[src/rtl/shared_mem_arbiter_pkg.sv]
// -----------------------------------------------------------------------------
// shared_mem_arbiter_pkg
// Shared definitions for the shared-memory arbiter and the core datapath:
//   - arb_state_t        : arbiter FSM state encoding
//   - DEFAULT_ADDR_WIDTH : default data-memory address width
//   - DEFAULT_DATA_WIDTH : default data-memory word width
// -----------------------------------------------------------------------------
package shared_mem_arbiter_pkg;

  localparam int unsigned DEFAULT_ADDR_WIDTH = 12;
  localparam int unsigned DEFAULT_DATA_WIDTH = 12;

  typedef enum logic [1:0] {
    IDLE   = 2'd0,
    ACCESS = 2'd1,
    WAIT   = 2'd2,
    DONE   = 2'd3
  } arb_state_t;

endpackage

[src/rtl/rr_picker.sv]
// -----------------------------------------------------------------------------
// rr_picker
// Combinational round-robin selector. Scans the request vector upward from
// the priority pointer, wrapping modulo `cores`, and reports the first hit.
// Ports:
//   i_req    : per-core request vector
//   i_ptr    : index with highest priority this round
//   o_onehot : one-hot winner (all zero when nothing requests)
//   o_idx    : winner index (0 when nothing requests)
//   o_any    : at least one request is present
// -----------------------------------------------------------------------------
module rr_picker #(
  parameter int unsigned cores = 4,
  localparam int unsigned PW   = $clog2(cores)
) (
  input  logic [cores-1:0] i_req,
  input  logic [PW-1:0]    i_ptr,
  output logic [cores-1:0] o_onehot,
  output logic [PW-1:0]    o_idx,
  output logic             o_any
);

  int unsigned w_pos;
  logic        w_found;

  assign o_any = |i_req;

  always_comb begin
    o_onehot = '0;
    o_idx    = '0;
    w_found  = 1'b0;
    w_pos    = 0;
    for (int unsigned k = 0; k < cores; k++) begin
      // ptr < cores, so a single conditional subtract implements the wrap
      w_pos = 32'(i_ptr) + k;
      if (w_pos >= cores) begin
        w_pos = w_pos - cores;
      end
      if (!w_found && i_req[PW'(w_pos)]) begin
        w_found                = 1'b1;
        o_idx                  = PW'(w_pos);
        o_onehot[PW'(w_pos)]   = 1'b1;
      end
    end
  end

endmodule

[src/rtl/shared_mem_arbiter.sv]
// -----------------------------------------------------------------------------
// shared_mem_arbiter
// Round-robin arbiter sharing one single-port data memory among `cores`
// cores. One transaction at a time: grant, one strobe cycle, fixed memory
// latency wait, then a one-cycle done pulse with read data broadcast.
// Ports:
//   clk, rst           : clock, synchronous active-low reset
//   req, wrReq         : per-core request level and direction (1 = write)
//   addrIn, dataIn     : packed per-core address / write data
//   grant, done        : one-hot owner / one-cycle completion pulse
//   dataOut            : read data, valid while done is high
//   busy               : arbiter not idle
//   memAddr/memDataOut : memory address / write data
//   memRdEn/memWrEn    : memory strobes (mutually exclusive)
//   memDataIn          : memory read data
// -----------------------------------------------------------------------------
module shared_mem_arbiter
  import shared_mem_arbiter_pkg::*;
#(
  parameter int unsigned cores      = 4,
  parameter int unsigned addrWidth  = DEFAULT_ADDR_WIDTH,
  parameter int unsigned dataWidth  = DEFAULT_DATA_WIDTH,
  parameter int unsigned memLatency = 2
) (
  input  logic                       clk,
  input  logic                       rst,
  input  logic [cores-1:0]           req,
  input  logic [cores-1:0]           wrReq,
  input  logic [cores*addrWidth-1:0] addrIn,
  input  logic [cores*dataWidth-1:0] dataIn,
  output logic [cores-1:0]           grant,
  output logic [cores-1:0]           done,
  output logic [dataWidth-1:0]       dataOut,
  output logic                       busy,
  output logic [addrWidth-1:0]       memAddr,
  output logic [dataWidth-1:0]       memDataOut,
  output logic                       memRdEn,
  output logic                       memWrEn,
  input  logic [dataWidth-1:0]       memDataIn
);

  localparam int unsigned PW = $clog2(cores);
  localparam int unsigned CW = $clog2(memLatency + 1);

  arb_state_t           r_state;
  arb_state_t           w_next_state;
  logic [PW-1:0]        r_ptr;
  logic [PW-1:0]        r_idx;
  logic                 r_isWrite;
  logic [CW-1:0]        r_cnt;
  logic [cores-1:0]     r_grant;
  logic [cores-1:0]     r_done;
  logic [dataWidth-1:0] r_dataOut;
  logic [addrWidth-1:0] r_memAddr;
  logic [dataWidth-1:0] r_memDataOut;
  logic                 r_memRdEn;
  logic                 r_memWrEn;

  logic [cores-1:0]     w_onehot;
  logic [PW-1:0]        w_idx;
  logic                 w_any;
  logic [addrWidth-1:0] w_addr [cores];
  logic [dataWidth-1:0] w_data [cores];

  for (genvar g = 0; g < cores; g++) begin : g_unpack
    assign w_addr[g] = addrIn[g*addrWidth +: addrWidth];
    assign w_data[g] = dataIn[g*dataWidth +: dataWidth];
  end

  rr_picker #(
    .cores (cores)
  ) u_picker (
    .i_req    (req),
    .i_ptr    (r_ptr),
    .o_onehot (w_onehot),
    .o_idx    (w_idx),
    .o_any    (w_any)
  );

  always_ff @(posedge clk) begin
    if (!rst) begin
      r_state <= IDLE;
    end else begin
      r_state <= w_next_state;
    end
  end

  always_comb begin
    w_next_state = r_state;
    case (r_state)
      IDLE:    if (w_any) w_next_state = ACCESS;
      ACCESS:  w_next_state = WAIT;
      WAIT:    if (r_cnt == CW'(1)) w_next_state = DONE;
      DONE:    w_next_state = IDLE;
      default: w_next_state = IDLE;
    endcase
  end

  always_ff @(posedge clk) begin
    if (!rst) begin
      r_ptr        <= '0;
      r_idx        <= '0;
      r_isWrite    <= 1'b0;
      r_cnt        <= '0;
      r_grant      <= '0;
      r_done       <= '0;
      r_dataOut    <= '0;
      r_memAddr    <= '0;
      r_memDataOut <= '0;
      r_memRdEn    <= 1'b0;
      r_memWrEn    <= 1'b0;
    end else begin
      case (r_state)
        IDLE: begin
          if (w_any) begin
            r_grant      <= w_onehot;
            r_idx        <= w_idx;
            r_isWrite    <= wrReq[w_idx];
            r_memAddr    <= w_addr[w_idx];
            r_memDataOut <= w_data[w_idx];
            r_memRdEn    <= ~wrReq[w_idx];
            r_memWrEn    <= wrReq[w_idx];
            r_cnt        <= CW'(memLatency);
          end
        end
        ACCESS: begin
          r_memRdEn <= 1'b0;
          r_memWrEn <= 1'b0;
        end
        WAIT: begin
          r_cnt <= r_cnt - 1'b1;
          // count of 1 marks the cycle the memory presents read data
          if (r_cnt == CW'(1)) begin
            r_done <= r_grant;
            if (!r_isWrite) begin
              r_dataOut <= memDataIn;
            end
          end
        end
        DONE: begin
          r_done  <= '0;
          r_grant <= '0;
          r_ptr   <= (r_idx == PW'(cores - 1)) ? '0 : r_idx + 1'b1;
        end
        default: ;
      endcase
    end
  end

  assign grant      = r_grant;
  assign done       = r_done;
  assign dataOut    = r_dataOut;
  assign busy       = (r_state != IDLE);
  assign memAddr    = r_memAddr;
  assign memDataOut = r_memDataOut;
  assign memRdEn    = r_memRdEn;
  assign memWrEn    = r_memWrEn;

endmodule

[config.mk]
export PLATFORM = sky130hd
export DESIGN_NAME = shared_mem_arbiter
export DESIGN_NICKNAME = d
export VERILOG_FILES = /design/src/rtl/shared_mem_arbiter_pkg.sv /design/src/rtl/rr_picker.sv /design/src/rtl/shared_mem_arbiter.sv
export SDC_FILE = /design/constraint.sdc
export NUM_CORES = 1
export LEC_CHECK = 0
export BUFFER_PORTS_ARGS = -buffer_cell sky130_fd_sc_hd__buf_2
export CAP_MARGIN = 20
export CORE_ASPECT_RATIO = 0.9
export CORE_UTILIZATION = 37
export CTS_CLUSTER_DIAMETER = 200
export DETAILED_ROUTE_END_ITERATION = 8
export PLACE_DENSITY_LB_ADDON = 0.2
export RECOVER_POWER = 50
export SLEW_MARGIN = 20
export SYNTH_ARGS = -nofsm -noshare
export SYNTH_HDL_FRONTEND = slang
export SYNTH_SLANG_ARGS = --single-unit
[constraint.sdc]
create_clock -name clk -period 4.8 [get_ports clk]
set_input_delay 0.24 -clock clk [delete_from_list [all_inputs] [get_ports clk]]
set_output_delay 0.24 -clock clk [all_outputs]
set_load 0.1 [all_outputs]
==> metrics.md <==
| Metric | Value |
|---|---|
| Status | `completed` |
| Worst path required time | `5.02 ns` |
| # rows | `36` |
| Reg2reg end | `r_isWrite` |
| Inst Count DP | `760` |
| Hold path depth | `3` |
| Count of port buffers added during placement | `164` |
| Fmax | `0.279 GHz` |
| R2R depth | `9` |
| Number of global-route vias before repair | `4140` |
| CTS H-Tree Depth | `2` |
| Post-synth EDFFs | `0` |
| Worst-Margin Slew | `1.23 ns` |
| Max rail drop VDD | `267 uV` |
| Residual DRC | `0` |
| Flops & latches, synth | `55` |
| Reg2Reg Setup Slack | `1.22 ns` |
| Worst-path maximum fanout | `26` |
| Largest net degree at the start of global routing | `36` |
| WHS Endpoint | `dataOut[0]` |
| Synth Area per Inst | `8.13 sq um` |
| Largest cells by area after synthesis | `dfxtp_1 (27%), nand2_1 (6.0%), ha_1 (4.3%), o21ai_0 (4.3%), a221oi_1 (4.0%)` |
| Cts bufs inserted | `5` |
| Clock tree buffer depth | `2` |
| Ports | `165` |
| DP HPWL | `9370 um` |
| Initial antenna violation count | `0` |
| Layout cells sized above 1 | `0.260` |
| Core area | `10800 sq um` |
| First-pass GRT wire length | `21100 um` |
| Global route total overflow | `0` |
| Utilization after layout | `0.461` |
| Clock skew | `0.00697 ns` |
| Leak | `0.00195 uW` |
| Max Slew Vio Count | `0` |
| Syn Nets | `638` |
| GRT Resource Usage Total | `0.229` |
| Clock tree from TritonCTS | `built` |
| Min-Delay Path Class | `input pin to register` |
| Die Span X | `113 um` |
| Synthesized area | `4110 sq um` |
| Post-synth top area share | `0.268` |
| Initial Utilization | `0.380` |
| Drt pass-1 iters | `5` |
| Min Tclk post-route | `3.58 ns` |
| Crit path arrival time | `3.81 ns` |
| DR WL/cell | `17.8 um` |
| Top FF cell, synth | `dfxtp_1` |
| Diode count | `0` |
| TNS Setup | `0 ns` |
| WS Path Type | `register to register` |
| Final ANT Viol Nets | `0` |
| Clock sinks | `55` |
| Yosys cell types | `67` |
| Postcts setup bufs | `0` |
| Max_cap viols | `0` |
| Die Y-Extent | `102 um` |
| Hold path start | `memDataIn[0]` |
| Post-CTS Resized | `0` |
| Total number of vias | `4553` |
| Startpoint class of the critical path | `register` |
| Clk root buf | `clkbuf_16` |
| Total Power | `3060 uW` |
| Power Density | `613 nW/um^2` |
| CTS Hold Buffers Added | `0` |
| Final setup viols | `0` |
| Worst-path clk slew | `0.08 ns` |
| Post-synth top cells | `nand2_1 (66), dfxtp_1 (55), o21ai_0 (35)` |
| Clk Latency, worst-skew pair | `0.31 ns` |
| DR iter-0 viols | `500` |
| Ys async rst share | `0` |
| Hold_ws | `0.177 ns` |
| Slew margin rel. | `0.184` |
| Fin cells | `768` |
| Cells after Synth | `506` |
| P&R area growth vs syn | `21.3%` |
| Synth warn | `0` |
| Total Routed Length | `13700 um` |
| Vias per cell | `5.93` |
| Count leader, synth | `nand2_1` |
| Final Hold Viols | `0` |
| Filler instances | `1132` |
| RSZ-0062 raised after global routing | `false` |
| Die area | `11500 sq um` |
| Worst setup EP type | `register` |
| Post-synth top area cell | `dfxtp_1` |
| Sequential share of the synthesized area | `0.268` |
| Reg2Reg Launch Point | `r_ptr[1]` |
| Final worst path period share | `0.746` |
| Gpl congestion | `0.852` |
| Nets@finish | `766` |
[cells in the final DEF (no fill, tap or decap), types with 7 or more instances in the layout]
| master | count |
|---|---|
| a221oi_1 | 19 |
| nand3_1 | 25 |
| ha_1 | 14 |
| o32ai_1 | 18 |
| a22oi_1 | 13 |
| buf_2 | 118 |
| and3_1 | 22 |
| clkbuf_1 | 46 |
| nor2_1 | 15 |
| dfxtp_1 | 55 |
| a211oi_1 | 19 |
| nand2_1 | 66 |
| o21ai_0 | 35 |
| inv_1 | 7 |
| a21oi_1 | 29 |
| nor2b_1 | 10 |
| a21boi_0 | 16 |
| mux2i_1 | 7 |
[report_power, final]
part	switching (uW)	leakage, uW	internal [uW]
combinational	1530	0.00142	443
clock	201	0.0000776	203
sequential	82.9	0.000451	593
total	1820	0.00195	1240
[area by class of cell]
class	instances	area [sq um]	share of cell area
Sequential cell	55	1100	0.221
Tap cell	133	166	0.0334
Clock buffer	5	125	0.0251
Clock inverter	3	33.8	0.00677
Inverter	9	33.8	0.00677
Multi-Input combinational cell	393	2720	0.545
Timing Repair Buffer	170	808	0.162
[through the flow]
stage                     area [sq um]  setup WS [ns]
after floorplan                   4110           1.67
after global routing              4990          0.937
after detailed placement          4880           1.21
after global placement            4880           1.38
final                             4990           1.22
after CTS                         5040           1.20
[layer usage]
layer | up-vias | share of wire | global-route usage | wire [um]
met4 | 0 | 0.0099 | 0.0638 | 136
met5 | - | 0 | 0 | 0
met1 | 2157 | 0.46 | 0.316 | 6240
li1 | 2174 | - | - | -
met3 | 11 | 0.078 | 0.0332 | 1070
met2 | 211 | 0.46 | 0.374 | 6230
[worst max path at each step]
stage	start	endpoint
after floorplan	r_ptr[0]	memDataOut[2]
after global placement	r_ptr[1]	memAddr[6]
after detailed placement	r_ptr[1]	memAddr[3]
after CTS	r_ptr[1]	memAddr[6]
after global routing	r_ptr[1]	memAddr[3]
final	r_ptr[1]	r_isWrite
[sequential cells by signal, indices dropped and copies added, names as in the netlist, 2 cells and up]
name        cells
r_ptr           2
done            4
r_state         2
grant           4
memDataOut     12
dataOut        12
r_cnt           2
r_idx           2
memAddr        12
[cells by family (layout without fill, tap and decap cells)]
kind of cell | count (synthesis) | count (layout) | synth area share
flops | 55 | 55 | 0.268
simple gates | 167 | 167 | 0.207
mux | 17 | 17 | 0.0563
buf+inv | 58 | 187 | 0.0730
compound gates | 195 | 195 | 0.354
fa+ha+maj | 14 | 14 | 0.0426
[critical path: stages, from the launching register on]
cell	delay [ns]
dfxtp_1	0.51
inv_1	0.23
ha_1	0.52
mux4_2	0.48
a211oi_2	0.26
nor4_2	0.09
a21oi_4	0.14
buf_4	0.33
nand2_1	0.59
o211ai_2	0.34
Note: power is estimated with default switching activity, not from simulation.
